$ cat config.mk
export PLATFORM = sky130hd
export DESIGN_NAME = query_loader
export DESIGN_NICKNAME = d
export VERILOG_FILES = /design/src/rtl/query_loader_pkg.sv /design/src/rtl/ql_timeout.sv /design/src/rtl/query_loader.sv
export SDC_FILE = /design/constraint.sdc
export NUM_CORES = 1
export LEC_CHECK = 0
export BUFFER_PORTS_ARGS = -buffer_cell sky130_fd_sc_hd__buf_4
export CORE_MARGIN = 3
export CORE_UTILIZATION = 58
export CTS_CLUSTER_SIZE = 10
export DETAILED_ROUTE_END_ITERATION = 10
export HOLD_SLACK_MARGIN = 0.1
export PLACE_DENSITY = 0.8
export SLEW_MARGIN = 30
export SYNTH_ARGS = -nofsm -noshare
export SYNTH_HDL_FRONTEND = slang
export SYNTH_SLANG_ARGS = --single-unit
export TNS_END_PERCENT = 50
$ cat constraint.sdc
create_clock -name clk_in -period 3.6 [get_ports clk_in]
set_input_delay 0.72 -clock clk_in [delete_from_list [all_inputs] [get_ports clk_in]]
set_output_delay 0.72 -clock clk_in [all_outputs]
set_load 0.1 [all_outputs]
$ cat src/rtl/query_loader_pkg.sv
// query_loader_pkg
//   Shared definitions for the query_loader slice:
//     state_e          receive FSM states
//     SYNC_DEFAULT     default frame start byte
//     bytes_per_query  number of payload bytes carrying one query vector
package query_loader_pkg;

  typedef enum logic [2:0] {
    ST_IDLE,
    ST_K,
    ST_PAYLOAD,
    ST_CHECK,
    ST_PRESENT
  } state_e;

  localparam logic [7:0] SYNC_DEFAULT = 8'hA5;

  function automatic int bytes_per_query(input int dim, input int word_w);
    return dim * (word_w / 8);
  endfunction

endpackage

$ cat src/rtl/ql_timeout.sv
// ql_timeout
//   Inter-byte idle timer for the frame receiver. Reloaded on every byte,
//   counts down while enabled, and raises expire_o for one cycle once
//   TIMEOUT consecutive byte-free cycles have elapsed.
// Ports
//   clk_i     clock
//   rst_ni    asynchronous active-low reset
//   en_i      count only while a frame is in progress
//   load_i    a byte was accepted this cycle: restart the idle window
//   expire_o  idle window exhausted (combinational, one cycle wide)
module ql_timeout #(
  parameter int TIMEOUT = 50000
) (
  input  logic clk_i,
  input  logic rst_ni,
  input  logic en_i,
  input  logic load_i,
  output logic expire_o
);

  localparam int CNT_W = (TIMEOUT > 2) ? $clog2(TIMEOUT) : 1;
  localparam logic [CNT_W-1:0] LOAD_VAL = CNT_W'(TIMEOUT - 1);

  logic [CNT_W-1:0] cnt_q, cnt_d;

  // Loaded with TIMEOUT-1 on the byte edge, the count reaches zero in the
  // TIMEOUT-th idle cycle, so the FSM leaves the frame on the following edge.
  always_comb begin
    cnt_d = cnt_q;
    if (load_i) begin
      cnt_d = LOAD_VAL;
    end else if (en_i && (cnt_q != '0)) begin
      cnt_d = cnt_q - 1'b1;
    end
  end

  always_ff @(posedge clk_i or negedge rst_ni) begin
    if (!rst_ni) begin
      cnt_q <= '0;
    end else begin
      cnt_q <= cnt_d;
    end
  end

  assign expire_o = en_i && !load_i && (cnt_q == '0);

endmodule

$ cat src/rtl/query_loader.sv
// query_loader
//   Receives framed bytes from the UART receiver, assembles a DIM-word query
//   and its k value, verifies the XOR checksum and k range, and presents the
//   committed query to the search core on a valid/ready handshake.
//   Frame: SYNC, k_lo, k_hi, DIM*BPW query bytes (word 0 first, LSB first), csum.
// Ports
//   clk_in           system clock
//   rst_in           asynchronous active-low reset
//   byte_in          received byte
//   byte_valid_in    byte_in valid strobe
//   query_out        committed query words
//   k_out            committed k
//   query_valid_out  committed query is being presented
//   query_ready_in   consumer accepts the query
//   busy_out         frame reception in progress
//   err_out          one-cycle pulse on checksum, k-range or timeout error
//   drop_cnt_out     bytes discarded while presenting (saturating)
module query_loader
  import query_loader_pkg::*;
#(
  parameter int         DIM     = 4,
  parameter int         WORD_W  = 32,
  parameter int         MAX_K   = 8,
  parameter logic [7:0] SYNC    = SYNC_DEFAULT,
  parameter int         TIMEOUT = 50000
) (
  input  logic              clk_in,
  input  logic              rst_in,
  input  logic [7:0]        byte_in,
  input  logic              byte_valid_in,
  output logic [WORD_W-1:0] query_out [DIM],
  output logic [15:0]       k_out,
  output logic              query_valid_out,
  input  logic              query_ready_in,
  output logic              busy_out,
  output logic              err_out,
  output logic [7:0]        drop_cnt_out
);

  localparam int BPW    = WORD_W / 8;
  localparam int NBYTES = bytes_per_query(DIM, WORD_W);
  localparam int IDX_W  = (NBYTES > 2) ? $clog2(NBYTES) : 1;
  localparam logic [IDX_W-1:0] IDX_LAST = IDX_W'(NBYTES - 1);
  localparam logic [IDX_W-1:0] IDX_KHI  = IDX_W'(1);

  state_e            state_q, state_d;
  logic [IDX_W-1:0]  idx_q, idx_d;
  logic [7:0]        xor_q, xor_d;
  logic              err_q, err_d;
  logic [7:0]        drop_q, drop_d;
  logic [15:0]       k_sh_q;
  logic [WORD_W-1:0] q_sh_q [DIM];
  logic [15:0]       k_out_q;
  logic [WORD_W-1:0] q_out_q [DIM];

  logic in_frame;
  logic expire;
  logic pass;
  logic commit;

  assign in_frame = (state_q == ST_K) || (state_q == ST_PAYLOAD) || (state_q == ST_CHECK);

  ql_timeout #(
    .TIMEOUT (TIMEOUT)
  ) u_timeout (
    .clk_i    (clk_in),
    .rst_ni   (rst_in),
    .en_i     (in_frame),
    .load_i   (byte_valid_in),
    .expire_o (expire)
  );

  // The k shadow is complete before CHECK, so the range test is ready when
  // the checksum byte arrives.
  assign pass = (byte_in == xor_q) && (k_sh_q != 16'd0) && (k_sh_q <= 16'(MAX_K));

  always_comb begin
    state_d = state_q;
    idx_d   = idx_q;
    xor_d   = xor_q;
    err_d   = 1'b0;
    drop_d  = drop_q;
    commit  = 1'b0;
    case (state_q)
      ST_IDLE: begin
        if (byte_valid_in && (byte_in == SYNC)) begin
          state_d = ST_K;
          idx_d   = '0;
          xor_d   = 8'h00;
        end
      end
      ST_K: begin
        if (expire) begin
          state_d = ST_IDLE;
          err_d   = 1'b1;
        end else if (byte_valid_in) begin
          xor_d = xor_q ^ byte_in;
          if (idx_q == IDX_KHI) begin
            idx_d   = '0;
            state_d = ST_PAYLOAD;
          end else begin
            idx_d = idx_q + 1'b1;
          end
        end
      end
      ST_PAYLOAD: begin
        if (expire) begin
          state_d = ST_IDLE;
          err_d   = 1'b1;
        end else if (byte_valid_in) begin
          xor_d = xor_q ^ byte_in;
          if (idx_q == IDX_LAST) begin
            idx_d   = '0;
            state_d = ST_CHECK;
          end else begin
            idx_d = idx_q + 1'b1;
          end
        end
      end
      ST_CHECK: begin
        if (expire) begin
          state_d = ST_IDLE;
          err_d   = 1'b1;
        end else if (byte_valid_in) begin
          if (pass) begin
            state_d = ST_PRESENT;
            commit  = 1'b1;
          end else begin
            state_d = ST_IDLE;
            err_d   = 1'b1;
          end
        end
      end
      ST_PRESENT: begin
        // Any byte here, SYNC included, is lost; the sender must wait.
        if (byte_valid_in && (drop_q != 8'hFF)) begin
          drop_d = drop_q + 1'b1;
        end
        if (query_ready_in) begin
          state_d = ST_IDLE;
        end
      end
      default: begin
        state_d = ST_IDLE;
      end
    endcase
  end

  always_ff @(posedge clk_in or negedge rst_in) begin
    if (!rst_in) begin
      state_q <= ST_IDLE;
    end else begin
      state_q <= state_d;
    end
  end

  always_ff @(posedge clk_in or negedge rst_in) begin
    if (!rst_in) begin
      idx_q  <= '0;
      xor_q  <= 8'h00;
      err_q  <= 1'b0;
      drop_q <= 8'h00;
    end else begin
      idx_q  <= idx_d;
      xor_q  <= xor_d;
      err_q  <= err_d;
      drop_q <= drop_d;
    end
  end

  // Shadow registers: filled while receiving, never visible until commit.
  always_ff @(posedge clk_in or negedge rst_in) begin
    if (!rst_in) begin
      k_sh_q <= 16'd0;
      for (int w = 0; w < DIM; w++) begin
        q_sh_q[w] <= '0;
      end
    end else begin
      if ((state_q == ST_K) && byte_valid_in && !expire) begin
        if (idx_q == '0) begin
          k_sh_q[7:0] <= byte_in;
        end else begin
          k_sh_q[15:8] <= byte_in;
        end
      end
      if ((state_q == ST_PAYLOAD) && byte_valid_in && !expire) begin
        for (int w = 0; w < DIM; w++) begin
          for (int b = 0; b < BPW; b++) begin
            if (idx_q == IDX_W'(w * BPW + b)) begin
              q_sh_q[w][8*b +: 8] <= byte_in;
            end
          end
        end
      end
    end
  end

  // Output registers: loaded only on the edge that enters PRESENT.
  always_ff @(posedge clk_in or negedge rst_in) begin
    if (!rst_in) begin
      k_out_q <= 16'd0;
      for (int w = 0; w < DIM; w++) begin
        q_out_q[w] <= '0;
      end
    end else if (commit) begin
      k_out_q <= k_sh_q;
      for (int w = 0; w < DIM; w++) begin
        q_out_q[w] <= q_sh_q[w];
      end
    end
  end

  assign query_out       = q_out_q;
  assign k_out           = k_out_q;
  assign query_valid_out = (state_q == ST_PRESENT);
  assign busy_out        = in_frame;
  assign err_out         = err_q;
  assign drop_cnt_out    = drop_q;

endmodule

==> results.toml <==
[run_status]
status = "finished, final reports clean"

[cells_and_area]
area_growth_pct = 19.4
n_fill_cell = 1468
antenna_cells = 0
finalNetCount = 1075
drive_gt1_share_pct = 42.9
stdcell_count = 1337

[clocking]
cts_hold_buf = 0
clock_latency_ns = 0.51
tritoncts = "yes"
htreeDepth = 2
cts_max_path_buffers = 3
cts_root_buf = "clkbuf_16"
clk_pin_slew_ns = 0.05
postCtsSetupRepairBufs = 0
cts.sinks = 328
cts_buffers = 38
cts_resized = 0

[timing]
min_period_ns = 2.97
grt_setup_unrepaired = "false"
fin_crit_sh_pct = 82.4
relSlewSlack_pct = 51.4
tightest_slew_ns = 0.729
final_hold_viol_count = 0
fin_skew_ns = 0.0130
worst_slack_ns = 0.633
setup_viol = 0
fin_tns_setup_ns = 0
drv_slew = 0
fmax_mhz = 337

[synth]
yosysWarnings = 0
yosys.area.top_type = "dfrtp_1"
yosys-top-cells-area = "dfrtp_1, mux2_2, mux2_1"
netlist.area_leader.share_pct = 62.9
syn_nets = 909
ys_types = 50
syn_area_per_cell_um2 = 14.7
ys_ff_latch = 328
yosys.cell_count.top_type = "dfrtp_1"
synth-main-ff-cell = "dfrtp_1"
yosys-top-cells-count = "dfrtp_1, mux2_2, mux2_1"
synth_edf_count = 0
synth-async-reset-ratio_pct = 100
synth_cells = 890
synth_area_um2 = 13000
seq_area_frac_synth_pct = 62.9

[grt]
grt_use_met2_pct = 36.7
grt.overflow.total = 0
grtUsageTotal_pct = 22.6
antenna_found_initial = 0
busiest_layer = "met2"
grt_pass1_vias = 8035
grtUsageMet3_pct = 4.13
grt_pass1_wl_um = 43700
use_met1_pct = 32.2
grt_max_degree = 91

[drt]
drt_iter0_drc = 430
routed_wl_um = 27200
drc = 0
final_antenna_net_count = 0
wire_per_inst_um = 20.3
num_vias = 7688
viasPerCell = 5.75
dr.pass1.iters = 5

[critical_path]
path_class = "register to register"
cp_slowest_stage_delay_ns = 0.63
crit_arrival_ns = 3.36
crit_path_start_kind = "register"
crit_chain = "nor4_1 > nand4_1 > or4_1 > nor4_4 > buf_12 > mux2_2"
required_ns = 3.99
crit_fanout = 71
cp-end-kind = "register"
critPathSlowestCell = "or4_1"

[die]
core_region_area_um2 = 22000
die_x_um = 156
dieArea_um2 = 24300
ios = 167
initial_utilization_pct = 59.4
rows = 54
dieHeight_um = 156

[placed_design]
gp_congestion = 0.795
pre_cts_ws_ns = 0.450
dp_hpwl_um = 16700
place_inst = 1296
port_buffers = 166

[flow_run]
maxCapViolations = 0

[power_and_ir_drop]
cellPowerDensity_nw_per_um2 = 583
ir_drop_mv = 0.319
leakagePower_nw = 8.04

[min_path]
min_path_type = "input port to async pin"
## metrics by stage
| stage | power [mW] | cell area [µm²] | hold WS [ns] | util [%] |
|---|---|---|---|---|
| global route | 9.49 | 15600 | 0.273 | 70.9 |
| global placement | 5.81 | 14600 | 0.465 | 66.4 |
| finish | 9.07 | 15600 | 0.231 | 70.9 |
| detailed placement | 5.87 | 14600 | 0.474 | 66.4 |
| CTS | 9.15 | 15600 | 0.249 | 70.9 |
| floorplan | 5.47 | 13000 | 0.424 | - |
## final timing paths
check                            endpoint  cells past startpoint      startpoint  slack, ns
setup / recovery            query_out[57]                      6       k_sh_q[9]       0.63
hold / removal                q_sh_q[115]                      1          rst_in       0.23
setup reg to reg            query_out[57]                      6       k_sh_q[9]       0.63
hold reg to reg            query_out[115]                      1  query_out[115]       0.48
max in group asynchronous   query_out[43]                      2          rst_in       2.46
min in group clk_in        query_out[115]                      1  query_out[115]       0.48
## metal layers
metal,routed length [µm],up-vias,part of all wire [%]
li1,-,3466,-
met1,11900,3983,44
met2,13200,194,48
met3,1610,45,5.9
met4,528,0,1.9
met5,0,-,0
## placed cells by master (no fill, tap or decap), types with 5 or more instances in the layout
cell | synthesis | routed
clkbuf_16 | 0 | 39
buf_12 | 0 | 6
or4_1 | 6 | 6
o2111ai_1 | 7 | 7
xor2_1 | 16 | 16
ha_1 | 7 | 7
nand4_1 | 7 | 7
mux2_2 | 231 | 231
nand3_1 | 12 | 12
nor4_1 | 10 | 10
buf_4 | 5 | 169
xnor2_1 | 10 | 10
a21oi_1 | 6 | 6
nor2_1 | 27 | 27
nor3_1 | 5 | 5
dfrtp_1 | 328 | 328
nand2_1 | 21 | 21
nand2b_1 | 18 | 18
inv_1 | 7 | 7
o21ai_0 | 20 | 20
nor2b_1 | 18 | 18
mux2_1 | 48 | 48
## cell type report
type	instances	area [µm²]	area share [%]
Clock buffer	40	990	6.35
Clock inverter	1	8.76	0.0562
Inverter	8	30.0	0.193
Multi-Input combinational cell	504	4590	29.4
Sequential cell	328	8210	52.7
Tap cell	280	350	2.25
Timing Repair Buffer	176	1400	9.01
## cell families (layout without fill, tap and decap cells)
kind of cell | count (synthesis) | count (layout) | synth area share (%)
flops | 328 | 328 | 62.9
mux | 281 | 281 | 24.2
simple gates | 142 | 142 | 6.06
buf+inv | 58 | 225 | 1.90
compound gates | 48 | 48 | 2.45
xor+xnor | 26 | 26 | 1.75
fa+ha+maj | 7 | 7 | 0.671
## state kept, by name, summed over array words and instances, names as in the netlist
name / flops
xor_q: 8
state_q: 3
drop_cnt_out: 8
err_out: 1
query_out: 128
k_sh_q: 16
k_out: 16
idx_q: 4
q_sh_q: 128
u_timeout.cnt_q: 16
## worst max-delay path, delay by kind of cell (launching register included)
kind	cells	cell delay [ns]
flops	1	0.37
mux	1	0.39
simple gates	4	1.62
buf+inv	1	0.38
## power by group
part / total (mW) / leakage (nW) / internal (mW) / switching (mW)
logic: 1.44 / 3.09 / 0.584 / 0.858
clock network: 3.24 / 0.492 / 1.92 / 1.32
registers: 4.39 / 4.46 / 4.10 / 0.291
total: 9.07 / 8.04 / 6.60 / 2.47
No activity file was read; power rests on OpenSTA's default activity.
